`config.mk`:
```
export PLATFORM = sky130hd
export DESIGN_NAME = jtframe_i2s_tx
export DESIGN_NICKNAME = d
export VERILOG_FILES = /design/src/rtl/jtframe_i2s_pkg.sv /design/src/rtl/jtframe_i2s_div.sv /design/src/rtl/jtframe_i2s_tx.sv
export SDC_FILE = /design/constraint.sdc
export NUM_CORES = 1
export LEC_CHECK = 0
export ABC_AREA = 0
export CAP_MARGIN = 15
export CORE_ASPECT_RATIO = 1.25
export CORE_MARGIN = 2
export CORE_UTILIZATION = 30
export CTS_CLUSTER_SIZE = 24
export DETAILED_ROUTE_END_ITERATION = 10
export GPL_ROUTABILITY_DRIVEN = 1
export PLACE_DENSITY_LB_ADDON = 0.25
export SLEW_MARGIN = 25
export SYNTH_ARGS = -nofsm -noshare
export SYNTH_HDL_FRONTEND = slang
export SYNTH_HIERARCHICAL = 1
export SYNTH_SLANG_ARGS = --single-unit
```
`constraint.sdc`:
```
create_clock -name clk -period 3.6 [get_ports clk]
set_input_delay 0.54 -clock clk [delete_from_list [all_inputs] [get_ports clk]]
set_output_delay 0.54 -clock clk [all_outputs]
set_load 0.1 [all_outputs]
```
`src/rtl/jtframe_i2s_pkg.sv`:
```
// Shared helpers for the I2S transmitter: channel encoding, slot position
// and an elaboration-time parameter check.
package jtframe_i2s_pkg;

  typedef enum logic {
    CH_LEFT  = 1'b0,
    CH_RIGHT = 1'b1
  } chan_e;

  // Position inside the current channel slot; bitcnt is always < 2*slotw.
  function automatic int slot_pos(input int bitcnt, input int slotw);
    return (bitcnt >= slotw) ? bitcnt - slotw : bitcnt;
  endfunction

  function automatic bit params_ok(input int dw, input int slotw, input int bclk_half);
    return (slotw >= dw + 1) && (bclk_half >= 2);
  endfunction

endpackage

```
`src/rtl/jtframe_i2s_div.sv`:
```
// BCLK generator: divides clk by 2*BCLK_HALF and flags the cycle in which
// BCLK is about to fall.
module jtframe_i2s_div #(
  parameter int BCLK_HALF = 8
) (
  input  logic clk,
  input  logic rst_n,
  output logic o_bclk,
  output logic o_fall
);

  localparam int DIVW = $clog2(BCLK_HALF);

  logic [DIVW-1:0] r_div;
  logic            r_bclk;
  logic            w_tc;

  assign w_tc   = (r_div == DIVW'(BCLK_HALF - 1));
  assign o_fall = w_tc & r_bclk;
  assign o_bclk = r_bclk;

  // NOTE: non-blocking assignments so every register samples pre-edge values.
  always_ff @(posedge clk) begin
    if (!rst_n) begin
      r_div  <= '0;
      r_bclk <= 1'b0;
    end else if (w_tc) begin
      r_div  <= '0;
      r_bclk <= ~r_bclk;
    end else begin
      r_div  <= r_div + 1'b1;
    end
  end

endmodule

```
`src/rtl/jtframe_i2s_tx.sv`:
```
// Philips I2S serialiser for the frame's stereo PCM output. Samples are
// double-buffered: captured into hold on `sample`, moved to shift at frame start.
module jtframe_i2s_tx
  import jtframe_i2s_pkg::*;
#(
  parameter int BCLK_HALF  = 8,
  parameter int DW         = 16,
  parameter int SLOTW      = 32,
  parameter bit SIGNED_SND = 1'b1
) (
  input  logic          clk,
  input  logic          rst_n,
  input  logic [DW-1:0] snd_left,
  input  logic [DW-1:0] snd_right,
  input  logic          sample,
  output logic          i2s_bclk,
  output logic          i2s_lrclk,
  output logic          i2s_data,
  output logic          frame_start,
  output logic          overrun
);

  localparam int BCW = $clog2(2 * SLOTW);
  localparam int IW  = $clog2(DW);
  localparam logic [DW-1:0] MSB_FLIP = SIGNED_SND ? '0 : {1'b1, {(DW-1){1'b0}}};

  generate
    if (!params_ok(DW, SLOTW, BCLK_HALF)) begin : g_bad_params
      $error("jtframe_i2s_tx: needs SLOTW >= DW+1 and BCLK_HALF >= 2");
    end
  endgenerate

  logic           w_fall;
  logic           w_wrap;
  logic           w_load;
  logic [BCW-1:0] w_bitcnt_nxt;
  chan_e          w_ch;
  int             w_pos;
  logic [IW-1:0]  w_idx;
  logic [DW-1:0]  w_word;
  logic           w_bit;

  logic [BCW-1:0] r_bitcnt;
  logic [DW-1:0]  r_hold_l, r_hold_r;
  logic [DW-1:0]  r_shift_l, r_shift_r;
  logic           r_fresh;
  logic           r_lrclk, r_data, r_frame_start, r_overrun;

  jtframe_i2s_div #(.BCLK_HALF(BCLK_HALF)) u_div (
    .clk    (clk),
    .rst_n  (rst_n),
    .o_bclk (i2s_bclk),
    .o_fall (w_fall)
  );

  assign w_wrap       = (r_bitcnt == BCW'(2 * SLOTW - 1));
  assign w_load       = w_fall & w_wrap;
  assign w_bitcnt_nxt = w_wrap ? '0 : r_bitcnt + 1'b1;
  assign w_ch         = (w_bitcnt_nxt >= BCW'(SLOTW)) ? CH_RIGHT : CH_LEFT;

  // Bit that goes on the wire once bitcnt advances; p=0 is the I2S delay slot.
  // NOTE: every always_comb output gets a default first so no latch is inferred.
  always_comb begin
    w_bit  = 1'b0;
    w_pos  = slot_pos(int'(w_bitcnt_nxt), SLOTW);
    w_word = (w_ch == CH_RIGHT) ? r_shift_r : r_shift_l;
    w_idx  = IW'(DW - w_pos);
    if (w_pos >= 1 && w_pos <= DW) w_bit = w_word[w_idx];
  end

  // NOTE: hold and shift words are reset along with control state, so a frame
  // retransmitted right after reset is silence rather than stale data.
  always_ff @(posedge clk) begin
    if (!rst_n) begin
      r_bitcnt      <= '0;
      r_hold_l      <= '0;
      r_hold_r      <= '0;
      r_shift_l     <= '0;
      r_shift_r     <= '0;
      r_fresh       <= 1'b0;
      r_lrclk       <= 1'b0;
      r_data        <= 1'b0;
      r_frame_start <= 1'b0;
      r_overrun     <= 1'b0;
    end else begin
      if (w_fall) begin
        r_bitcnt <= w_bitcnt_nxt;
        r_lrclk  <= w_ch;
        r_data   <= w_bit;
      end
      // Load reads hold before a same-cycle capture overwrites it.
      if (w_load) begin
        r_shift_l <= r_hold_l;
        r_shift_r <= r_hold_r;
      end
      if (sample) begin
        r_hold_l <= snd_left ^ MSB_FLIP;
        r_hold_r <= snd_right ^ MSB_FLIP;
      end
      r_fresh       <= sample | (r_fresh & ~w_load);
      r_frame_start <= w_load;
      r_overrun     <= sample & r_fresh & ~w_load;
    end
  end

  assign i2s_lrclk   = r_lrclk;
  assign i2s_data    = r_data;
  assign frame_start = r_frame_start;
  assign overrun     = r_overrun;

endmodule

```
==> impl_results.md, run 1 <==
- Status: complete, no violations
- Final setup violating endpoints: 0
- CP Launch Type: flip-flop
- Fmax: 391 MHz
- Area Overhead vs Synth: 22.8%
- # Post-CTS Setup Buffers: 0
- Hold endpoint: u_div/r_div[0]
- DIE AREA: 12700 µm²
- Clock H-tree levels: 3
- Mapped cell area: between 3000 and 4000 µm²
- Hold Crit Depth: 1
- Height of the die: 125 µm
- Leak Pwr: 1.64 nW
- DRC marker count from the first detailed-route iteration: 121
- EDFF count, synth: 0
- Max-slew violations: 0
- Initial antenna violation count: 0
- DR top layer: met4
- Die W: about 100 µm
- Input/output buffers: 39
- Final wirelength: about 7700 µm
- Synthesized instance count: 385
- Layout cell share with drive strength beyond 1: 0.0793
- Routed Antenna Nets: 0
- CTS tree: yes
- Reg area: 1580 µm²
- Finished Layout Cells: 554
- Vias: between 2000 and 3000
- # DRC: 0
- Dpl cells: 539
- Fillcell total: 1199
- Io pins: 40
- Commonest non-fill, non-tap cell in the layout: dfxtp_1
- Crit. End Element: flip-flop
- Setup WS post-layout: 1.04 ns
- Slew at the pin closest to its max-slew limit: slightly below 1 ns
- FF-to-FF Start: r_bitcnt[0]
- Period utilisation layout: 0.710
- Cell Rows: 44
- Setup CP Type: reg2reg
- RSZ-0062 raised after global routing: false
- Slew margin rel.: 0.339
- Worst-Skew Late Latency: 0.33 ns
- Mapped Nets: ~420
- Met3 WL: 232 µm
- CTS Hold Bufs: 0
- TritonCTS buffer count: 9
- Setup TNS: 0 ns
- Yosys reg bits: 79
- Critical Path RT: 3.83 ns
- Initial core utilization: 0.306
- Reg-to-Reg End: i2s_data
- Largest net degree at the start of global routing: 51
- Most frequent cells in the layout: dfxtp_1, nand2_1, mux2i_1, clkdlybuf4s50_1, nor2b_1
- CP arrival: 2.79 ns
- # diodes: 0
- Library cells used by synthesis: between 50 and 60
- First-pass detailed-route iteration total: 4
- Hold Crit Class: reg2reg
- Number of global-route vias before repair: 2692
- Endpoints failing hold: 0
- Worst hold start: u_div/r_div[0]
- Met1 Wirelength: between 3000 and 4000 µm
- Post-synthesis sequential area ratio: 0.447
- Max cap viols: 0
- Worst VDD drop: 161 µV
- Ys async rst share: 0
- Placer Congestion: 0.858
- Pwr per Cell Area: approximately 480 nW/µm²
- Post_cts resized: 0
- Tmin final: 2.56 ns
- Clock skew: 0.00541 ns
- Worst slack at placement: 1.07 ns
- Reg2reg path depth: 8
- Prevailing post-synth register cell: dfxtp_1
- Worst-path fanout max: 14
- GRT Residual Overflow: 0
- CTS Buffer Depth: 2
- Final #Nets: about 450
- Worst reg2reg setup slack: roughly 1.0 ns
- Core area: 11600 µm²
- Reg clk slew, reported paths: 0.06 ns
- First-pass GRT wire length: 13000 µm
- Yosys warnings: 6
- Footprint of the multi-input gates: approximately 1800 µm²
- Clock root cell: clkbuf_16
- GRT Util Overall: 0.131
- Met2 wire length: 3720 µm
- Post-DP HPWL: roughly 5400 µm
- WL/cell: 13.8 µm
- CTS Sinks: 79
- Syn avg cell area: around 9.2 µm²
- Via density: roughly 4.8
## Yosys cell counts, drive strengths merged, types with 3 or more instances
| cell type | count | area (µm²) |
|---|---|---|
| o21ai | 9 | 56.3 |
| buf | 7 | 50.0 |
| nor2 | 12 | 45.0 |
| a311oi | 3 | 26.3 |
| a21oi | 3 | 18.8 |
| nand3 | 8 | 52.6 |
| ha | 4 | 50.1 |
| nand2 | 76 | 293 |
| dfxtp | 79 | 1580 |
| a21boi | 32 | 240 |
| a21o | 3 | 22.5 |
| and3 | 4 | 26.3 |
| inv | 6 | 22.5 |
| nor2b | 34 | 213 |
| mux2i | 38 | 380 |
| mux2 | 4 | 45.0 |
| clkbuf | 19 | 71.3 |
| and2 | 8 | 51.3 |
## layer usage
metal | track usage | vias to the layer above
met4 | 0.0723 | 0
met3 | 0.0341 | 17
met2 | 0.210 | 40
li1 | - | 1370
met5 | 0 | -
met1 | 0.157 | 1220
## state kept, by name, summed over array words and instances (netlist names)
| signal | flops |
|---|---|
| frame_start | 1 |
| i2s_data | 1 |
| i2s_lrclk | 1 |
| overrun | 1 |
| r_bitcnt | 6 |
| r_fresh | 1 |
| r_hold_l | 16 |
| r_hold_r | 16 |
| r_shift_l | 16 |
| r_shift_r | 16 |
| u_div/o_bclk | 1 |
| u_div/r_div | 3 |
## cell families (layout without fill, tap and decap cells)
group	count (synthesis)	count (layout)	share of synthesized area
XOR/XNOR	4	4	0.00990
multiplexers	42	42	0.120
flip-flops	79	79	0.447
buffers and inverters	32	63	0.0406
AO/OA/AOI/OAI	69	69	0.149
AND/OR/NAND/NOR	155	155	0.220
adder cells (fa/ha/maj)	4	4	0.0141
## power by group
part | total (W) | internal [W] | switching [W]
Combinational | 0.000109 | 0.0000678 | 0.0000413
Sequential | 0.000914 | 0.000900 | 0.0000134
Clock | 0.00105 | 0.000711 | 0.000338
## final cells by class
cell class | instances | share of cell area
Clock inverter | 3 | 0.0207
Inverter | 6 | 0.00518
Timing Repair Buffer | 42 | 0.0927
Clock buffer | 12 | 0.0590
Tap cell | 138 | 0.0397
Multi-Input combinational cell | 274 | 0.419
Sequential cell | 79 | 0.364
## through the flow
step                utilization  hold slack (ns)  area, µm²  total power, W
floorplan                     -            0.403       3540        0.000992
global placement          0.346            0.410       4000         0.00104
detailed placement        0.346            0.421       4000         0.00104
CTS                       0.376            0.429       4350         0.00210
global route              0.376            0.451       4350         0.00215
finish                    0.376            0.430       4350         0.00207
## worst max path at each step
stage                               end           start  slack, ns
after floorplan            r_shift_l[0]    u_div/o_bclk       1.31
after global placement         i2s_data     r_bitcnt[0]       1.03
after detailed placement       i2s_data     r_bitcnt[0]       1.07
after CTS                      i2s_data     r_bitcnt[0]       1.04
after global routing      r_shift_r[10]  u_div/r_div[0]       0.86
final                          i2s_data     r_bitcnt[0]       1.04
## worst max-delay path, stage by stage, from the launching register on
cell,delay (ns)
dfxtp_1,0.45
inv_1,0.14
ha_1,0.62
inv_1,0.22
or3_1,0.38
a21o_1,0.18
a31oi_1,0.13
o41ai_1,0.11
a31o_1,0.22
Note: power is estimated with default switching activity, not from simulation.
==> inputs of run 2 (changes only) <==
clock period = 2.4 ns   (was 3.6 ns; I/O delays follow)
==> run 2 against run 1 <==
  * Critical path depth is the same
  * Via count grew 1.8%
  * Core utilization up 0.45 points
  * Die area is the same
  * Combinational power rose by 53%
  * Wire length increased by 1.8%
  * Highest routed layer unchanged
  * Total power up 50%
  * Sequential cell count is the same
  * Sequential power is 50% higher
  * Clock-buffer cell count fell by 1
  * Worst setup slack worse by 0.86 ns
  * Critical path type unchanged
  * Final cell count increased by 1.3%
==> impl_results.md, run 2 (same netlist as run 1, synthesis figures left out) <==
- Status: complete, no violations
- Slew at the pin closest to its max-slew limit: 0.595 ns
- CP Buf/Inv Count: 0
- Worst reg2reg setup slack: 0.18 ns
- Input/output buffers: 39
- CTS Sinks: 79
- CTS tree: yes
- Most frequent cells in the layout: dfxtp_1, nand2_1, mux2i_1, nor2b_1
- FF-to-FF Start: r_bitcnt[1]
- Worst hold start: u_div/r_div[0]
- Core area: 11600 µm²
- First-pass detailed-route iteration total: 4
- Routed Antenna Nets: 0
- Hold endpoint: u_div/r_div[0]
- Critical-path top delay cell: dfxtp_1
- Hold Crit Class: reg2reg
- Met1 usage: 0.152
- # diodes: 0
- Io pins: 40
- Setup CP Type: reg2reg
- GRT Residual Overflow: 0
- Final #Nets: ~460
- RSZ-0062 raised after global routing: false
- Pwr per Cell Area: a little over 700 nW/µm²
- Reg clk slew, reported paths: 0.06 ns
- Via density: 4.80
- GR met3 Demand/Resource: 0.0296
- Setup TNS: 0 ns
- Reg-to-Reg End: i2s_data
- Commonest non-fill, non-tap cell in the layout: dfxtp_1
- Height of the die: 125 µm
- GRT busiest layer: met2
- First-pass GRT wire length: ~13000 µm
- Crit-path max cell delay: 0.41 ns
- Routing usage on met2: 0.216
- Crit. End Element: flip-flop
- Die W: 101 µm
- Worst-Skew Late Latency: 0.33 ns
- Family with the most delay on the worst path: compound AO/OA/AOI/OAI gates
- Largest net degree at the start of global routing: 48
- Fmax: approximately 450 MHz
- WL/cell: 13.9 µm
- Layout cell share with drive strength beyond 1: 0.106
- DRC marker count from the first detailed-route iteration: 134
- Vias: 2695
- Leak Pwr: ~1.7 nW
- Initial core utilization: 0.306
- # Post-CTS Setup Buffers: 0
- Clock skew: 0.00497 ns
- Final wirelength: 7800 µm
- Period utilisation layout: 0.923
- Cell Rows: 44
- Worst VDD drop: 247 µV
- # DRC: 0
- Post-DP HPWL: 5550 µm
- Clock root cell: clkbuf_16
- Max cap viols: 0
- Hold Crit Depth: 1
- DIE AREA: between 10000 and 15000 µm²
- TritonCTS buffer count: 9
- Endpoints failing hold: 0
- Placer Congestion: roughly 0.86
- Area Overhead vs Synth: 24.2%
- Slew margin rel.: 0.604
- Reg2reg path depth: 8
- CP arrival: 2.44 ns
- CP Cell Sequence: ha_1, and2_1, a21oi_4, or3_1, a21o_1, a31oi_1, o41ai_1, a31o_1
- Critical Path RT: 2.63 ns
- Total chip power: 0.00310 W
- Max-slew violations: 0
- CTS Buffer Depth: 2
- GRT Util Overall: 0.129
- Clock H-tree levels: 3
- Number of global-route vias before repair: 2710
- Worst-path fanout max: 11
- Tmin final: 2.22 ns
- CP Launch Type: flip-flop
- Final setup violating endpoints: 0
- Initial antenna violation count: 0
-- run 2: worst max-delay path by stage --
stage | start | endpoint | slack, ns | cells past startpoint
2_1_floorplan | u_div/o_bclk | r_shift_l[0] | 0.11 | 6
3_3_place_gp | r_bitcnt[1] | i2s_data | 0.21 | 7
3_5_place_dp | r_bitcnt[1] | i2s_data | 0.15 | 7
4_1_cts | r_bitcnt[1] | i2s_data | 0.14 | 7
5_1_grt | r_bitcnt[1] | i2s_data | 0.07 | 8
6_report | r_bitcnt[1] | i2s_data | 0.18 | 8
-- run 2: layout make-up --
| cell class | count | area, µm² |
|---|---|---|
| sequential | 79 | 1580 |
| multi-input combinational | 274 | 1830 |
| inverter | 6 | 22.5 |
| fill | 1173 | 7160 |
| tap | 138 | 173 |
| timing repair buffer | 48 | 448 |
| clock buffer | 11 | 243 |
| clock inverter | 5 | 104 |
-- run 2: stage by stage --
stage / utilization / hold WS, ns / setup slack [ns] / cells / instance area, µm²
after global routing: 0.380 / 0.451 / 0.0713 / 561 / 4400
after floorplan: - / 0.403 / 0.107 / 385 / 3540
after global placement: 0.350 / 0.411 / 0.206 / 545 / 4040
after detailed placement: 0.350 / 0.421 / 0.155 / 545 / 4040
after CTS: 0.380 / 0.431 / 0.139 / 561 / 4390
final: 0.380 / 0.425 / 0.184 / 561 / 4400
-- run 2: power by group --
group	total [W]	switching, W	internal (W)
clock network	0.00157	0.000519	0.00105
logic	0.000167	0.0000638	0.000103
registers	0.00137	0.0000193	0.00135
-- run 2: timing repair --
action,4_1_cts,5_1_grt
gates resized for setup,0,1
endpoints found under the setup margin,0,1
hold buffers,0,0
-- run 2: metal layers --
metal / wire, µm / up-vias / part of all wire
met5: 0 / - / 0
met4: 197 / 0 / 0.025
met3: 239 / 12 / 0.031
met2: 3820 / 49 / 0.49
met1: 3540 / 1250 / 0.45
li1: - / 1384 / -
==> inputs of run 3 (changes only) <==
==> constraint.sdc (replaced) <==
create_clock -name clk -period 2.4 [get_ports clk]
set_input_delay 0.24 -clock clk [delete_from_list [all_inputs] [get_ports clk]]
set_output_delay 0.24 -clock clk [all_outputs]
set_load 0.1 [all_outputs]
==> run 3 against run 2 <==
  * Sequential cell count did not move
  * Critical path type unchanged
  * Fmax fell by 1.1%
  * Register-to-register slack got worse by 0.02 ns
==> impl_results.md, run 3 (same netlist as run 1, synthesis figures left out) <==
- Core area: between 10000 and 15000 µm²
- Layout cell share with drive strength beyond 1: 0.109
- Height of the die: 125 µm
- CTS Hold Bufs: 0
- Setup crit start: r_bitcnt[0]
- DIE AREA: approximately 13000 µm²
- Commonest non-fill, non-tap cell in the layout: dfxtp_1
- Sw frac: 0.209
- Vias: 2737
- Initial antenna violation count: 0
- RSZ-0062 raised after global routing: false
- Tmin final: 2.24 ns
- Reg clk slew, reported paths: 0.06 ns
- WL/cell: 13.9 µm
- First-pass detailed-route iteration total: 5
- Largest net degree at the start of global routing: 45
- Slew margin rel.: 0.616
- Reg2reg path depth: 8
- Input/output buffers: 39
- Most frequent cells in the layout: dfxtp_1, nand2_1, mux2i_1, nor2b_1
- CP Launch Type: flip-flop
- Via density: 4.89
- Pwr per Cell Area: 663 nW/µm²
- CTS Sinks: 79
- Io pins: 40
- Initial core utilization: 0.306
- GRT Util Overall: 0.132
- Finished Layout Cells: 560
- Pint: 0.00228 W
- First-pass GRT wire length: around 13000 µm
- Post_cts resized: 0
- Post-DP HPWL: 5530 µm
- Setup TNS: 0 ns
- Crit. End Element: flip-flop
- Worst VDD drop: 243 µV
- Clock root cell: clkbuf_16
- Critical Path RT: 2.63 ns
- Worst-Skew Late Latency: 0.33 ns
- CP arrival: ~2.5 ns
- Leak Pwr: 1.66 nW
- Total chip power: 0.00288 W
- Comb pwr share: 0.058
- Routed Antenna Nets: 0
- Die W: 101 µm
- # DRC: 0
- Cell Rows: 44
- Placer Congestion: 0.928
- Sequential Power Share: 0.475
- Hold Crit Class: in2reg
- Fmax: 446 MHz
- Psw: 0.000602 W
- # Post-CTS Setup Buffers: 0
- GRT Residual Overflow: 0
- Utilization after layout: 0.376
- Period utilisation layout: 0.933
- Setup CP Type: reg2reg
- Max-slew violations: 0
- Worst setup path end: i2s_data
- Final wirelength: 7780 µm
- Clock network power share: 0.467
- Endpoints failing hold: 0
- Dpl cells: roughly 540
- Worst-path fanout max: 8
- Reg-to-Reg End: i2s_data
- Status: complete, no violations
- CTS tree: yes
- CTS Buffer Depth: 2
- Number of global-route vias before repair: about 2800
- Final setup violating endpoints: 0
- Final Cell Area: about 4300 µm²
- DRC marker count from the first detailed-route iteration: between 150 and 200
- Max cap viols: 0
- Area Overhead vs Synth: 22.7%
- # diodes: 0
- TritonCTS buffer count: 9
- Slew at the pin closest to its max-slew limit: 0.577 ns
- Worst reg2reg setup slack: 0.16 ns
- Clock skew: between 0.004 and 0.005 ns
- Clock H-tree levels: 3
- Placement Cell Area: ~4000 µm²
- Final #Nets: 456
- FF-to-FF Start: r_bitcnt[0]
-- run 3: changes by cell type in the layout (fill, tap and decap cells not counted), sizes merged --
cell,previous run,this run
bufinv,3,1
clkinvlp,0,2
clkinv,1,3
inv,7,6
clkbuf,11,10
buf,16,15
-- run 3: worst min-delay path by stage --
stage | startpoint | endpoint | slack [ns] | cells after the start
after floorplan | rst_n | u_div/o_bclk | 0.36 | 1
after global placement | u_div/r_div[0] | u_div/r_div[0] | 0.41 | 1
after detailed placement | u_div/r_div[0] | u_div/r_div[0] | 0.42 | 1
after CTS | rst_n | r_bitcnt[3] | 0.43 | 2
after global routing | u_div/r_div[0] | u_div/r_div[0] | 0.46 | 1
final | rst_n | r_bitcnt[3] | 0.44 | 2
-- run 3: through the flow --
step	setup slack, ns	hold slack, ns
final	0.160	0.437
after global routing	0.0464	0.460
after floorplan	0.107	0.362
after global placement	0.148	0.411
after CTS	0.0855	0.429
after detailed placement	0.101	0.423
-- run 3: worst max-delay path, cell delays in order, from the launching register on --
cell and delay [ns]:
dfxtp_2 0.41, inv_1 0.10, ha_1 0.46, inv_1 0.15, or3_1 0.37, a21o_1 0.18
a31oi_1 0.13, o41ai_1 0.11, a31o_1 0.22
-- run 3: per-layer routing --
layer | global-route usage | wire (µm) | part of all wire
met1 | 0.165 | 3370 | 0.43
met4 | 0.0763 | 255 | 0.033
met3 | 0.0257 | 419 | 0.054
met2 | 0.209 | 3740 | 0.48
met5 | 0 | 0 | 0
-- run 3: layout make-up --
type                       instances  area [µm²]
tap                              138         173
sequential                        79        1580
timing repair buffer              47         440
clock buffer                      10         239
multi-input combinational        274        1830
clock inverter                     6        60.1
inverter                           6        22.5
fill                            1173        7220
-- run 3: power groups by stage --
stage | Sequential, W | Combinational [W] | Clock, W
after floorplan | 0.00140 | 0.0000905 | 0
after global placement | 0.00140 | 0.000165 | 0
after detailed placement | 0.00140 | 0.000170 | 0
after CTS | 0.00137 | 0.000170 | 0.00138
after global routing | 0.00137 | 0.000183 | 0.00145
final | 0.00137 | 0.000166 | 0.00135
